`config.mk`:
```
export PLATFORM = sky130hd
export DESIGN_NAME = mid_pipe_rr_arb
export DESIGN_NICKNAME = d
export VERILOG_FILES = /design/src/rtl/mid_pipe_rr_arb.sv
export SDC_FILE = /design/constraint.sdc
export NUM_CORES = 1
export LEC_CHECK = 0
export CAP_MARGIN = 20
export CORE_UTILIZATION = 40
export DETAILED_ROUTE_END_ITERATION = 16
export PLACE_DENSITY = 0.77
export SLEW_MARGIN = 25
export SYNTH_ARGS = -nofsm -noshare
export SYNTH_HDL_FRONTEND = slang
export SYNTH_SLANG_ARGS = --single-unit
```
`constraint.sdc`:
```
create_clock -name Clk -period 2.8 [get_ports Clk]
set_input_delay 0.28 -clock Clk [delete_from_list [all_inputs] [get_ports Clk]]
set_output_delay 0.28 -clock Clk [all_outputs]
set_load 0.01 [all_outputs]
```
`src/rtl/mid_pipe_rr_arb.sv`:
```
// Round-robin arbiter sharing one registered valid/ready output stage between NREQ requesters.
// The granted requester's index travels with its data as OutId so results can be routed back.
module mid_pipe_rr_arb #(
    parameter int NREQ = 4,
    parameter int DW   = 10,
    parameter int IW   = 2,
    parameter int SW   = 16
) (
    input  logic               Clk,
    input  logic               Rstn,
    input  logic               Clear,
    input  logic [NREQ*DW-1:0] ReqData,
    input  logic [NREQ-1:0]    ReqVld,
    output logic [NREQ-1:0]    ReqRdy,
    output logic [DW-1:0]      OutData,
    output logic [IW-1:0]      OutId,
    output logic               OutVld,
    input  logic               OutRdy,
    output logic [SW-1:0]      StallCnt
);

    logic          load;
    logic          hasWinner;
    logic [IW-1:0] winner;
    logic [IW-1:0] ptr;
    logic [IW-1:0] ptrNext;
    logic [DW-1:0] winData;
    logic          hiVld;
    logic [IW-1:0] lowHi;
    logic [IW-1:0] lowAny;

    assign load = (OutRdy | ~OutVld) & ~Clear;

    // Lowest valid index at or above ptr wins; otherwise wrap to the lowest valid index overall.
    // NOTE: every variable gets a default before the loop so no path leaves it unassigned (no latch).
    always_comb begin
        hiVld     = 1'b0;
        hasWinner = 1'b0;
        lowHi     = '0;
        lowAny    = '0;
        for (int i = NREQ - 1; i >= 0; i--) begin
            if (ReqVld[i]) begin
                hasWinner = 1'b1;
                lowAny    = IW'(i);
                if (i >= int'(ptr)) begin
                    hiVld = 1'b1;
                    lowHi = IW'(i);
                end
            end
        end
        winner = hiVld ? lowHi : lowAny;
    end

    always_comb begin
        winData = '0;
        for (int i = 0; i < NREQ; i++) begin
            if (winner == IW'(i)) begin
                winData = ReqData[i*DW +: DW];
            end
        end
    end

    // Explicit wrap keeps ptr below NREQ even when NREQ is not a power of 2.
    assign ptrNext = (winner == IW'(NREQ - 1)) ? '0 : winner + IW'(1);

    // Rstn gating keeps every ready low while the block is held in reset.
    always_comb begin
        ReqRdy = '0;
        for (int i = 0; i < NREQ; i++) begin
            ReqRdy[i] = Rstn & load & hasWinner & (winner == IW'(i));
        end
    end

    // NOTE: sequential state uses non-blocking assignments so all registers update from pre-edge values.
    always_ff @(posedge Clk or negedge Rstn) begin
        if (!Rstn) begin
            OutData <= '0;
            OutId   <= '0;
            OutVld  <= 1'b0;
            ptr     <= '0;
        end else if (Clear) begin
            OutVld <= 1'b0;
            ptr    <= '0;
        end else if (load) begin
            OutVld <= hasWinner;
            if (hasWinner) begin
                OutData <= winData;
                OutId   <= winner;
                ptr     <= ptrNext;
            end
        end
    end

    always_ff @(posedge Clk or negedge Rstn) begin
        if (!Rstn) begin
            StallCnt <= '0;
        end else if (Clear) begin
            StallCnt <= '0;
        end else if (OutVld && !OutRdy && (StallCnt != '1)) begin
            StallCnt <= StallCnt + SW'(1);
        end
    end

endmodule

```
==> results.cfg <==
[run_status]
status = finished, final reports clean

[worst_setup_path]
reg2reg_slack_ps = 630
reg2reg_depth = 5
r2r_end = StallCnt[13]
worstPathArrival_ps = 2260
start_kind = input pin
crit_type = input pin to output port
path_max_fanout = 5
end_kind = output port
worstPathRequired_ps = 2520
timing.rr.start = StallCnt[0]

[synthesis]
synth_flop_cell = dfrtp_1
yosys-top-cells-count = a21oi_1 (42), dfrtp_1 (31), nand2_1 (19), nor2_1 (18), inv_1 (16)
ys_top_cells_by_area = dfrtp_1 (40%), a21oi_1 (11%), a22oi_1 (3.9%)
yosysMostFrequentCell = a21oi_1
avgSynthCellArea_um2 = 8.269
syn_inst = 235
ys_seq_area_share_pct = 39.92
yosys.area.top_type = dfrtp_1
yosys_warnings = 0
synth_area_um2 = 1943
synth_top_area_share_pct = 39.92
syn_nets = 288
async_flop_share_pct = 100.0
synth_edf_count = 0
yosys_register_bits = 31
synth_cell_types = 40

[power]
power.total_mw = 1.383
power.net_switching_mw = 0.4148
p_clk_share_pct = 28.5
ir_worst_vdd_mv = 0.3902
seqPwrFrac_pct = 38.4
swShare_pct = 29.99
power.leakage_nw = 1.173
combPwrFrac_pct = 33.1
powerDensity_nw_per_um2 = 473.0
intPower_mw = 0.9683

[detailed_routing]
drt_wl_total_mm = 5.431
wl_per_cell_um = 14.68
drtAntennaViolNets = 0
drcViolationCount = 0
drtIter0Drc = 113
vias_per_cell = 5.559
drt_pass1_iterations = 4
dr_total_vias = 2057

[place]
place_ws_ps = 64.59
numPortBuffers = 80
dp_hpwl_mm = 4.102
place_area_um2 = 2815
place.gp.congestion = 0.8638
place_inst = 362

[global_routing]
track_usage_pct = 22.41
grt_pass1_wl_mm = 8.976
grt_max_degree = 32
antenna_found_initial = 0
global_route.overflow_total = 0
grt_pass1_vias = 1977

[timing]
post-route-min-period_ps = 2543
fin_tns_setup_ps = 0
fmax_mhz = 393.3
tightestPinTransition_ps = 618.2
relSlewSlack_pct = 58.40
hold_violations = 0
rsz0062_at_grt = no
holdWs_ps = 524.2
slew_violations = 0
timing.final.ws_setup_ps = 257.2
setup_viol = 0
skew_ps = 11.53
period_share_pct = 90.81

[final_layout]
ff_latch_area_um2 = 775.7
fillCellCount = 401
fin_area_um2 = 2924
drive_gt1_share_pct = 7.862
syn2layout_area_growth_pct = 50.48
final_core_util_pct = 64.92
antenna_cells = 0
multi_input_area_um2 = 1059
fin_nets = 370
instances_no_fill = 370

[die]
die_h_um = 71.70
die_area_um2 = 5140
fp.coreArea_um2 = 4504
start_util_pct = 43.14
num_rows = 24
fp.dieW_um = 71.70
io_pins = 81

[clock_tree]
cts.clk_slew.worst_paths_ps = 70
cts_hold_buf = 0
htree_levels = 2
cts_buffers = 5
cts_sinks = 31
cts-root-buf = clkbuf_8
clock_path_buffers = 2
postCtsSetupRepairBufs = 0
cts_tree = yes
clk_latency_ps = 280
ctsResizeCount = 0

[worst_hold_path]
hp-class = input pin to async pin

[run]
cap_violations = 0
-- layer usage --
metal	wire length, µm	vias to the layer above	global-route usage [%]	part of all wire, %
met2	2845	47	40.15	52
met3	178	8	5.063	3.3
met4	76	0	6.536	1.4
met1	2330	965	26.79	43
li1	-	1037	-	-
met5	0	-	0	0
-- worst max path at each step --
stage / start / cells past startpoint / end / slack [ps]
floorplan: ptr[1] / 9 / OutData[8] / 760
global placement: ReqVld[1] / 7 / ReqRdy[2] / 150
detailed placement: ReqVld[1] / 7 / ReqRdy[0] / 60
CTS: ReqVld[1] / 7 / ReqRdy[0] / 70
global route: ReqVld[1] / 7 / ReqRdy[0] / 90
finish: ReqVld[1] / 7 / ReqRdy[0] / 260
-- cells in the final DEF, fill, tap and decap left out, types with 2 or more instances in the layout --
| cell | netlist | final |
|---|---|---|
| nand3_1 | 5 | 5 |
| o21ai_0 | 15 | 15 |
| o31a_1 | 3 | 3 |
| inv_1 | 16 | 16 |
| a22oi_1 | 10 | 10 |
| dfrtp_1 | 31 | 31 |
| and3_1 | 4 | 4 |
| clkbuf_8 | 0 | 7 |
| nand4_1 | 4 | 4 |
| mux2_2 | 2 | 2 |
| or4_1 | 2 | 2 |
| nor4_1 | 7 | 7 |
| ha_1 | 5 | 5 |
| and4_1 | 2 | 2 |
| nand2_1 | 19 | 19 |
| clkdlybuf4s50_1 | 0 | 80 |
| or3_1 | 3 | 3 |
| nand3b_1 | 3 | 3 |
| a211oi_1 | 4 | 3 |
| a21oi_1 | 42 | 42 |
| nor2_1 | 18 | 18 |
| o21a_1 | 3 | 3 |
| mux2i_1 | 3 | 3 |
| o211ai_1 | 2 | 2 |
| buf_4 | 0 | 8 |
| nor3_1 | 4 | 3 |
| o31ai_1 | 2 | 2 |
-- cell families after synthesis --
logic type | Yosys count | share of synthesized area (%)
and+or+nand+nor | 79 | 21.70
adders and majority gates | 5 | 3.220
buffers and inverters | 29 | 6.118
muxes | 5 | 2.704
AOI/OAI and AO/OA | 86 | 26.34
DFF | 31 | 39.92
-- power groups by stage --
stage	combinational [mW]	clock (mW)	sequential, mW
floorplan	0.200	0	0.560
global placement	0.450	0	0.538
finish	0.458	0.394	0.532
CTS	0.461	0.403	0.532
detailed placement	0.460	0	0.540
global route	0.506	0.427	0.539
-- area by class of cell --
cell class	instances	area share, %
clock inverters	1	0.2567
inverters	16	2.054
well taps	52	2.225
flip-flops and latches	31	26.53
multi-input cells	175	36.20
clock buffers	7	3.295
repair buffers	88	29.44
-- worst max-delay path, stage by stage --
cell             delay (ps)
clkdlybuf4s50_1         540
mux2i_1                 110
a211oi_2                380
inv_1                   120
ha_1                    230
and3_1                  140
clkdlybuf4s50_1         470
-- sequential cells by signal (all words and copies together) (netlist names) --
register	count
OutData	10
StallCnt	16
OutVld	1
ptr	2
OutId	2
No activity file was read; power rests on OpenSTA's default activity.
